<file path="config.mk">
export PLATFORM = sky130hd
export DESIGN_NAME = jtag_dma_engine
export DESIGN_NICKNAME = d
export VERILOG_FILES = /design/src/rtl/jtag_dma_pkg.sv /design/src/rtl/dma_burst_splitter.sv /design/src/rtl/jtag_dma_engine.sv
export SDC_FILE = /design/constraint.sdc
export NUM_CORES = 1
export LEC_CHECK = 0
export ABC_AREA = 1
export CORE_MARGIN = 8
export CORE_UTILIZATION = 52
export CTS_BUF_LIST = sky130_fd_sc_hd__clkbuf_16
export CTS_CLUSTER_DIAMETER = 60
export DETAILED_ROUTE_END_ITERATION = 8
export PLACE_DENSITY = 0.83
export SYNTH_ARGS = -nofsm -noshare
export SYNTH_HDL_FRONTEND = slang
export SYNTH_SLANG_ARGS = --single-unit
</file>
<file path="constraint.sdc">
create_clock -name clock -period 6.05 [get_ports clock]
set_clock_uncertainty 0.05 [all_clocks]
set_input_delay 0.605 -clock clock [delete_from_list [all_inputs] [get_ports clock]]
set_output_delay 0.605 -clock clock [all_outputs]
set_load 0.01 [all_outputs]
</file>
<file path="src/rtl/jtag_dma_pkg.sv">
// Shared definitions for the JTAG chain-1 DMA engine: defaults, bus widths, FSM states.
package jtag_dma_pkg;

    localparam int unsigned DEF_BUF_ADDR_W = 9;
    localparam int unsigned DEF_MAX_BURST  = 16;

    localparam int unsigned BUS_DATA_W  = 32;
    localparam int unsigned BUS_BE_W    = 4;
    localparam int unsigned BUS_BURST_W = 8;
    localparam int unsigned WORD_CNT_W  = BUS_BURST_W + 1;

    typedef enum logic [2:0] {
        ST_IDLE,
        ST_REQ,
        ST_ADDR,
        ST_WDATA,
        ST_RDATA,
        ST_NEXT
    } dma_state_t;

endpackage

</file>
<file path="src/rtl/dma_burst_splitter.sv">
// Computes beats-minus-one for the next bus transaction so that it never
// crosses a MAX_BURST-word aligned block nor exceeds the words remaining.
module dma_burst_splitter
    import jtag_dma_pkg::*;
#(
    parameter int unsigned MAX_BURST = DEF_MAX_BURST
) (
    input  logic                   clock,
    input  logic                   reset,
    input  logic                   load,
    input  logic [BUS_DATA_W-1:0]  address,
    input  logic [WORD_CNT_W-1:0]  remaining,
    output logic [BUS_BURST_W-1:0] beat_cnt
);

    logic [31:0] word_offset;
    logic [31:0] block_room;
    logic [31:0] beats;

    always_comb begin
        word_offset = (address >> 2) & (MAX_BURST - 1);
        block_room  = MAX_BURST - word_offset;
        beats       = block_room;
        if (32'(remaining) < beats) begin
            beats = 32'(remaining);
        end
    end

    always_ff @(posedge clock or posedge reset) begin
        if (reset) begin
            beat_cnt <= '0;
        end else if (load) begin
            beat_cnt <= BUS_BURST_W'(beats - 1);
        end
    end

endmodule

</file>
<file path="src/rtl/jtag_dma_engine.sv">
// Bus-master DMA between the chain-1 ping-pong buffer system port and the
// shared bus: writes stream buffer words out, reads fill the buffer.
module jtag_dma_engine
    import jtag_dma_pkg::*;
#(
    parameter int unsigned BUF_ADDR_W = DEF_BUF_ADDR_W,
    parameter int unsigned MAX_BURST  = DEF_MAX_BURST
) (
    input  logic                   clock,
    input  logic                   reset,
    input  logic [31:0]            dma_address,
    input  logic [3:0]             dma_byte_enable,
    input  logic [7:0]             dma_burst_size,
    input  logic                   dma_data_ready,
    input  logic                   dma_readReady,
    output logic                   switch_ready,
    output logic                   dma_done,
    output logic                   dma_error,
    output logic [BUF_ADDR_W-1:0]  buf_address,
    output logic                   buf_writeEnable,
    output logic [31:0]            buf_dataIn,
    input  logic [31:0]            buf_dataOut,
    output logic                   requestTransaction,
    input  logic                   transactionGranted,
    output logic                   beginTransactionOut,
    output logic [31:0]            addressDataOut,
    output logic [3:0]             byteEnablesOut,
    output logic [7:0]             burstSizeOut,
    output logic                   readNotWriteOut,
    output logic                   dataValidOut,
    output logic                   endTransactionOut,
    input  logic [31:0]            addressDataIn,
    input  logic                   dataValidIn,
    input  logic                   busyIn,
    input  logic                   endTransactionIn,
    input  logic                   errorIn
);

    dma_state_t             state_q, state_d;
    logic [31:0]            addr_q;
    logic [3:0]             be_q;
    logic [WORD_CNT_W-1:0]  remaining_q;
    logic                   rnw_q;
    logic [BUF_ADDR_W-1:0]  ptr_q;
    logic [WORD_CNT_W-1:0]  wbeat_q;
    logic [31:0]            skid_q;
    logic                   skid_vld_q;
    logic                   err_q;
    logic                   err_pulse_q;

    logic [BUS_BURST_W-1:0] beat_cnt;
    logic [WORD_CNT_W-1:0]  beats;
    logic                   last_op;
    logic                   bus_err;
    logic                   w_active;
    logic                   accept;
    logic [31:0]            wr_data;

    dma_burst_splitter #(
        .MAX_BURST(MAX_BURST)
    ) u_splitter (
        .clock    (clock),
        .reset    (reset),
        .load     (state_q == ST_REQ),
        .address  (addr_q),
        .remaining(remaining_q),
        .beat_cnt (beat_cnt)
    );

    assign beats     = {1'b0, beat_cnt} + 9'd1;
    assign last_op   = (remaining_q == beats);
    assign bus_err   = errorIn && (state_q inside {ST_ADDR, ST_WDATA, ST_RDATA});
    assign w_active  = (state_q == ST_WDATA) && (wbeat_q != beats);
    assign accept    = (state_q == ST_IDLE) && (dma_data_ready || dma_readReady);
    assign wr_data   = skid_vld_q ? skid_q : buf_dataOut;
    assign dma_error = err_q;

    always_comb begin
        state_d             = state_q;
        switch_ready        = 1'b0;
        dma_done            = err_pulse_q;
        buf_address         = ptr_q;
        buf_writeEnable     = 1'b0;
        buf_dataIn          = '0;
        requestTransaction  = 1'b0;
        beginTransactionOut = 1'b0;
        addressDataOut      = '0;
        byteEnablesOut      = '0;
        burstSizeOut        = '0;
        readNotWriteOut     = 1'b0;
        dataValidOut        = 1'b0;
        endTransactionOut   = 1'b0;
        case (state_q)
            ST_IDLE: begin
                switch_ready = 1'b1;
                if (accept) state_d = ST_REQ;
            end
            ST_REQ: begin
                requestTransaction = 1'b1;
                if (transactionGranted) state_d = ST_ADDR;
            end
            ST_ADDR: begin
                beginTransactionOut = 1'b1;
                addressDataOut      = addr_q;
                burstSizeOut        = beat_cnt;
                readNotWriteOut     = rnw_q;
                byteEnablesOut      = rnw_q ? 4'hF : be_q;
                state_d             = rnw_q ? ST_RDATA : ST_WDATA;
            end
            ST_WDATA: begin
                // Always prefetch the word after the current beat; the skid holds the current one.
                buf_address = ptr_q + BUF_ADDR_W'(1);
                if (w_active) begin
                    dataValidOut   = 1'b1;
                    addressDataOut = wr_data;
                    byteEnablesOut = be_q;
                end else begin
                    endTransactionOut = 1'b1;
                    state_d           = ST_NEXT;
                end
            end
            ST_RDATA: begin
                buf_writeEnable = dataValidIn;
                buf_dataIn      = addressDataIn;
                if (endTransactionIn) state_d = ST_NEXT;
            end
            ST_NEXT: begin
                dma_done = err_pulse_q || last_op;
                state_d  = last_op ? ST_IDLE : ST_REQ;
            end
            default: state_d = ST_IDLE;
        endcase
        if (bus_err) begin
            endTransactionOut = 1'b0;
            state_d           = ST_IDLE;
        end
    end

    always_ff @(posedge clock or posedge reset) begin
        if (reset) begin
            state_q     <= ST_IDLE;
            addr_q      <= '0;
            be_q        <= '0;
            remaining_q <= '0;
            rnw_q       <= 1'b0;
            ptr_q       <= '0;
            wbeat_q     <= '0;
            skid_q      <= '0;
            skid_vld_q  <= 1'b0;
            err_q       <= 1'b0;
            err_pulse_q <= 1'b0;
        end else begin
            state_q     <= state_d;
            err_pulse_q <= bus_err;
            if (bus_err) err_q <= 1'b1;
            case (state_q)
                ST_IDLE: begin
                    if (accept) begin
                        addr_q      <= dma_address & 32'hFFFF_FFFC;
                        be_q        <= dma_byte_enable;
                        remaining_q <= {1'b0, dma_burst_size} + 9'd1;
                        rnw_q       <= !dma_data_ready;
                        ptr_q       <= '0;
                        err_q       <= 1'b0;
                    end
                end
                ST_ADDR: begin
                    wbeat_q    <= '0;
                    skid_vld_q <= 1'b0;
                end
                ST_WDATA: begin
                    if (w_active) begin
                        if (busyIn) begin
                            if (!skid_vld_q) begin
                                skid_q     <= buf_dataOut;
                                skid_vld_q <= 1'b1;
                            end
                        end else begin
                            skid_vld_q <= 1'b0;
                            ptr_q      <= ptr_q + BUF_ADDR_W'(1);
                            wbeat_q    <= wbeat_q + 9'd1;
                        end
                    end
                end
                ST_RDATA: begin
                    if (dataValidIn) ptr_q <= ptr_q + BUF_ADDR_W'(1);
                end
                ST_NEXT: begin
                    addr_q      <= addr_q + {21'b0, beats, 2'b00};
                    remaining_q <= remaining_q - beats;
                    if (last_op) ptr_q <= '0;
                end
                default: ;
            endcase
        end
    end

endmodule

</file>
==> results of run 1 <==
## layout by cell type, fill, tap and decap left out, types with 10 or more instances in the layout
master and instances:
mux2_2 30, a21oi_1 38, nor2_1 117, nand4_1 22
or2_2 10, xor2_1 25, nor3_1 16, inv_1 155
nand2_2 34, dfrtp_1 108, ha_1 25, nand3_1 89
o21ai_0 78, nand2_1 315, clkdlybuf4s50_1 208
## state kept, by name, indices dropped and copies added (netlist names)
name / count
ptr_q: 9
rnw_q: 1
skid_q: 32
skid_vld_q: 1
wbeat_q: 9
be_q: 4
addr_q: 30
remaining_q: 9
state_q: 3
err_pulse_q: 1
u_splitter.beat_cnt: 8
dma_error: 1
## critical path: stages (launching register included)
cell	delay, ns
dfrtp_1	0.41
inv_1	0.14
nand2_1	0.14
nor2_2	0.27
clkinv_1	0.86
nor2_1	0.66
o21bai_1	0.18
clkdlybuf4s50_1	0.57
## how the worst max path moves through the flow
stage,from,endpoint,cells past startpoint
after floorplan,reset,addr_q[10],1
after global placement,state_q[2],byteEnablesOut[1],7
after detailed placement,state_q[2],byteEnablesOut[1],7
after CTS,state_q[2],byteEnablesOut[1],7
after global routing,state_q[2],byteEnablesOut[1],7
final,state_q[2],byteEnablesOut[1],7
## power groups by stage
stage / registers (mW) / logic (mW) / clock network (mW)
after floorplan: 1.24 / 2.02 / 0
after global placement: 1.31 / 2.79 / 0
after detailed placement: 1.33 / 2.83 / 0
after CTS: 1.32 / 2.85 / 0.704
after global routing: 1.37 / 3.18 / 0.730
final: 1.33 / 2.87 / 0.697
## cells by family after synthesis
kind of cell | count (synthesis) | synth area share, %
compound gates | 176 | 12.0
flops | 108 | 31.9
buf+inv | 212 | 10.7
mux | 32 | 4.22
simple gates | 629 | 33.5
xor+xnor | 34 | 3.51
fa+ha+maj | 27 | 4.16
## routing by layer
metal / vias to the layer above / share of wire [%] / GRT usage (%)
li1: 4280 / - / -
met5: - / 0.099 / 0
met1: 4058 / 41 / 32.4
met2: 392 / 46 / 42.1
met4: 4 / 3.9 / 13.1
met3: 73 / 9.1 / 5.37
## Yosys cell counts (16+ instances only)
master	instances	area, sq um
nand2_1	315	1180
inv_1	154	578
nor2_1	117	439
dfrtp_1	108	2700
nand3_1	89	445
o21ai_0	78	390
a21oi_1	38	190
nand2_2	34	213
mux2_2	30	338
ha_1	25	313
xor2_1	25	219
clkbuf_1	22	82.6
nand4_1	22	138
nor3_1	16	80.1
## stage by stage
stage                     setup WS (ns)  instances  util [%]
after detailed placement           2.17       1600      66.8
after global routing               1.54       1618      68.9
after CTS                          1.78       1616      68.9
final                              1.82       1618      68.9
after global placement             2.26       1600      66.8
after floorplan                    2.55       1218         -
## layout make-up
| cell class | instances | share of cell area [%] |
|---|---|---|
| inverter | 163 | 5.68 |
| tap | 216 | 2.47 |
| timing repair buffer | 215 | 19.5 |
| sequential | 108 | 24.7 |
| antenna | 2 | 0.0457 |
| multi-input combinational | 898 | 44.5 |
| clock buffer | 9 | 2.06 |
| clock inverter | 7 | 1.05 |
==> key figures, run 1 <==
Status
  • Status: complete, no violations

Route
  • Post-Route WL: 27300 um
  • Via-per-instance ratio: 5.44
  • DR vias: 8807
  • DR DRC count: 0
  • DR iter-0 viols: 729
  • Final ANT Viol Nets: 0
  • WL/cell: 16.9 um
  • Detailed Routing Iterations Pass 1: 7

Yosys
  • Mapped Area: 8480 sq um
  • Post-Synthesis Cells: about 1200
  • Synth Warn #: 0
  • Syn avg cell area: slightly below 7 sq um
  • Primary FF master, synth: dfrtp_1
  • Post-synthesis net count: 1362
  • Post-synth EDFFs: 0
  • Synth unique cells: 54
  • #FFs+latches synth: roughly 110
  • Post-synthesis sequential area ratio: 31.9%
  • Share of synthesized registers carrying an async set or reset: 100%

Global routing
  • Initial antenna violation count: 4
  • Grt total ovfl: 0
  • GRT Total Usage: 26.0%
  • First-pass GRT wire length: 42300 um
  • Largest net degree at the start of global routing: 63
  • Vias in the first global route: between 8000 and 9000

Die
  • Starting Density: roughly 53%
  • Ports: approximately 210
  • DIE AREA: between 20000 and 25000 sq um
  • Die height: 144 um
  • Core area: ~16000 sq um
  • Row count: 46
  • Die Width: around 140 um

Cells and area
  • Layout cell share with drive strength beyond 1: 9.36%
  • Final net count: 1539
  • Layout area overhead: 29.2%
  • Multi-input gate area in the final layout: 4880 sq um
  • Fillers: 1350
  • Register area: 2700 sq um
  • Post-route cell area: 11000 sq um

Worst setup path
  • Reg2reg end: addr_q[23]
  • R2R Setup Slk: 2.75 ns
  • Critical Path Start Type: register
  • R2r startpoint: u_splitter.beat_cnt[1]
  • CP endpoint kind: output port
  • Reg2Reg Depth: 16
  • Crit path DAT: between 3 and 4 ns
  • CP max FO: 37
  • Worst EP required: 5.39 ns
  • WS Path Type: register to output port

Placed design
  • Area after DPL: 10600 sq um
  • RePlAce Congestion: approximately 0.93
  • DP HPWL: around 21000 um
  • Port buffer count: about 210

Clocking
  • Clock Pin Slew Worst Setup and Hold Paths: 0.08 ns
  • Latest clock arrival within the worst-skew pair: 0.36 ns
  • CTS Hold Bufs: 0
  • CTS Buf Count: 9
  • Sink Count: 108
  • CTS tree: yes
  • Clock Root Buffer: clkbuf_16
  • Setup bufs post-CTS: 0
  • CTS max path bufs: 2
  • H-tree depth: 3
  • Resize count post-CTS: 0

Timing
  • Worst Hold Slack: 0.423 ns
  • Final period util: between 60 and 70%
  • RSZ-0062 raised after global routing: false
  • Max-slew headroom: 33.0%
  • Tmin final: 4.23 ns
  • Setup TNS: 0 ns
  • Max-slew violation count: 0
  • Fmax: approximately 240 MHz
  • Final hold vios: 0
  • Slew @ Worst Pin: 0.999 ns
  • Final setup fails: 0

Worst hold path
  • Hold Path Origin: skid_vld_q
  • Hold path depth: 2
  • Tightest Hold Check Type: register to register
  • Min-Delay Endpoint: skid_vld_q

Pwr
  • Net Sw Frac: roughly 48%
  • Design Power: a little under 5 mW
  • Maximum vdd drop: 0.242 mV
  • Combinational share of power: 58.6%
  • P_int: 2.56 mW
  • Power density cells: 447 nW/um^2
  • Clock power share: 14.2%
  • Leakage Power: about 5 nW
  • Flop pwr share: about 27%
  • NetSw: ~2.3 mW

Run
  • Max-Cap Viols: 0
Power figures use the tool's default switching activity.
==> inputs of run 2 (changes only) <==
--- a/config.mk
+++ b/config.mk
@@ -7,11 +7,11 @@
 export LEC_CHECK = 0
 export ABC_AREA = 1
 export CORE_MARGIN = 8
-export CORE_UTILIZATION = 52
+export CORE_UTILIZATION = 51
 export CTS_BUF_LIST = sky130_fd_sc_hd__clkbuf_16
 export CTS_CLUSTER_DIAMETER = 60
 export DETAILED_ROUTE_END_ITERATION = 8
-export PLACE_DENSITY = 0.83
+export PLACE_DENSITY = 0.81
 export SYNTH_ARGS = -nofsm -noshare
 export SYNTH_HDL_FRONTEND = slang
 export SYNTH_SLANG_ARGS = --single-unit
==> constraint.sdc (replaced) <==
create_clock -name clock -period 4 [get_ports clock]
set_clock_uncertainty 0.05 [all_clocks]
set_input_delay 0.4 -clock clock [delete_from_list [all_inputs] [get_ports clock]]
set_output_delay 0.4 -clock clock [all_outputs]
set_load 0.01 [all_outputs]
==> key figures, run 2 (synthesis results as in run 1) <==
Worst setup path
  • Worst EP required: 3.55 ns (-1.84 ns)
  • Reg2Reg Depth: 17 (+1)
  • Crit path top cell by count: nand2_1
  • Reg2reg end: u_splitter.beat_cnt[4]
  • Critical path buffers and inverters: 4 (+1)
  • WS Path Type: register to output port
  • CP max stage delay: 0.63 ns (-0.23 ns)
  • Critical Path Start Type: register
  • R2R Setup Slk: 0.64 ns (-2.11 ns)
  • CP endpoint kind: output port
  • Delay-heaviest family, CP: buffers and inverters
  • Critical-path cell list: ha_1 > nand3_2 > inv_1 > nand2_1 > xnor2_1 > inv_1 > nand2_1 > nor2_4 > nand3_4 > nand2_8 > inv_8 > nand2_1 > o21ai_0 > clkdlybuf4s50_1
  • Worst path slowest cell: clkdlybuf4s50_1
  • Crit path DAT: 3.25 ns (-0.32 ns)
  • CP max FO: 62 (+68%)
  • R2r startpoint: addr_q[2]

Timing
  • Max-slew headroom: 42.2% (+9.3 points)
  • RSZ-0062 raised after global routing: false
  • Tmin final: 3.70 ns
  • Worst Hold Slack: 0.430 ns (+0.00717 ns)
  • Setup TNS: 0 ns (unchanged)
  • Slew @ Worst Pin: 0.867 ns (-0.133 ns)
  • Final hold vios: 0 (unchanged)
  • Fmax: between 200 and 300 MHz
  • Final period util: 92.5%
  • Final setup fails: 0 (unchanged)
  • Max-slew violation count: 0 (unchanged)

Pwr
  • Power density cells: 666 nW/um^2 (+49%)
  • Maximum vdd drop: 0.428 mV (+76%)
  • Leakage Power: 5.01 nW (-0.41%)

Clocking
  • Setup bufs post-CTS: 0 (unchanged)
  • Resize count post-CTS: 0 (unchanged)
  • CTS Buf Count: 9 (unchanged)
  • CTS Hold Bufs: 0 (unchanged)
  • Clock Root Buffer: clkbuf_16
  • Latest clock arrival within the worst-skew pair: 0.36 ns (about the same)
  • H-tree depth: 3 (unchanged)
  • CTS tree: yes
  • Sink Count: 108 (unchanged)
  • CTS max path bufs: 2 (unchanged)
  • Clock Pin Slew Worst Setup and Hold Paths: 0.08 ns (about the same)

Cells and area
  • Leading cell types in the layout, fill and taps excluded: 315 x nand2_1, 208 x clkdlybuf4s50_1, 153 x inv_1
  • Final net count: 1543 (+0.26%)
  • Fillers: 1434 (+6.2%)
  • Layout area overhead: 29.1%
  • Layout cell share with drive strength beyond 1: 9.76% (+0.40 points)
  • Commonest non-fill, non-tap cell in the layout: nand2_1
  • Final core occ: 66.7% (-2.3 points)
  • Reg with most FFs: skid_q
  • Max reg flops: 32 (unchanged)
  • Post-route cell area: 10900 sq um (-0.11%)
  • Largest regs: skid_q: 32 flops, addr_q: 30 flops

Die
  • Die height: 145 um (+0.87%)
  • Ports: 211 (unchanged)
  • Row count: 47 (+2.2%)
  • Starting Density: 51.7% (-1.7 points)
  • Die Width: 145 um (+0.87%)
  • DIE AREA: 21000 sq um (+1.7%)
  • Core area: 16400 sq um (+3.3%)

Route
  • DR vias: 8683 (-1.4%)
  • DR DRC count: 0 (unchanged)
  • WL/cell: 16.9 um (+0.38%)
  • DR iter-0 viols: 710 (-2.6%)
  • Via-per-instance ratio: 5.34 (-1.8%)
  • Final ANT Viol Nets: 0 (unchanged)
  • Post-Route WL: 27500 um (+0.81%)
  • Detailed Routing Iterations Pass 1: 5 (-2)

Global routing
  • Vias in the first global route: 8115 (+0.52%)
  • Grt total ovfl: 0 (unchanged)
  • Largest net degree at the start of global routing: 66 (+4.8%)
  • First-pass GRT wire length: 44300 um (+4.8%)
  • Initial antenna violation count: 1 (-3)
  • GRT Total Usage: 25.8% (-0.22 points)

Placed design
  • Area after DPL: 10700 sq um (+0.45%)
  • Port buffer count: 208 (unchanged)
  • DP HPWL: 21300 um (+3.1%)
  • RePlAce Congestion: 0.908 (-2.9%)

Status
  • Status: complete, no violations

Worst hold path
  • Hold Path Origin: skid_q[30]
  • Hold path depth: 2 (unchanged)
  • Min-Delay Endpoint: skid_q[30]
  • Tightest Hold Check Type: register to register

Run
  • Max-Cap Viols: 0 (unchanged)
[run 2: cell count changes in the layout (fill, tap and decap cells not counted), moves of 2 or more]
cell / previous run / this run
clkinvlp_4: 0 / 3
buf_4: 7 / 10
bufinv_16: 3 / 0
inv_1: 155 / 153
[run 2: layer usage]
| layer | wire [um] | part of all wire (%) | global-route usage, % |
|---|---|---|---|
| met1 | 12000 | 44 | 33.7 |
| met2 | 13200 | 48 | 43.3 |
| met3 | 1790 | 6.5 | 4.17 |
| met4 | 528 | 1.9 | 7.21 |
| met5 | 0 | 0 | 0 |
[run 2: worst max-delay path by stage]
stage	endpoint	slack, ns	cells past startpoint	startpoint
CTS	addressDataOut[5]	0.27	14	u_splitter.beat_cnt[0]
finish	addressDataOut[5]	0.30	14	u_splitter.beat_cnt[0]
floorplan	addr_q[10]	0.70	1	reset
detailed placement	addressDataOut[5]	0.67	14	u_splitter.beat_cnt[0]
global route	addressDataOut[5]	0.11	16	u_splitter.beat_cnt[0]
global placement	addressDataOut[5]	0.68	14	u_splitter.beat_cnt[0]
[run 2: through the flow]
| stage | total power [mW] | setup WS [ns] | std cells |
|---|---|---|---|
| 5_1_grt | 7.87 | 0.108 | 1625 |
| 2_1_floorplan | 4.94 | 0.704 | 1218 |
| 3_3_place_gp | 6.26 | 0.682 | 1608 |
| 3_5_place_dp | 6.35 | 0.674 | 1608 |
| 6_report | 7.28 | 0.301 | 1625 |
| 4_1_cts | 7.27 | 0.275 | 1624 |
[run 2: worst min-delay path: stages, from the launching register on]
cell and delay [ns]:
dfrtp_1 0.35, nand2_1 0.05, nand2_1 0.05
[run 2: final cells by class]
class / instances / area [sq um] / area share (%)
antenna: 1 / 2.50 / 0.0229
clock buffer: 9 / 225 / 2.06
clock inverter: 7 / 57.6 / 0.526
inverter: 163 / 622 / 5.69
multi-input combinational: 898 / 4880 / 44.6
sequential: 108 / 2700 / 24.7
tap: 220 / 275 / 2.52
timing repair buffer: 219 / 2180 / 19.9
[run 2: where the power goes]
part	total, mW	internal [mW]	switching (mW)
clock	0.897	0.432	0.465
sequential	2.04	1.56	0.488
combinational	4.34	1.72	2.62
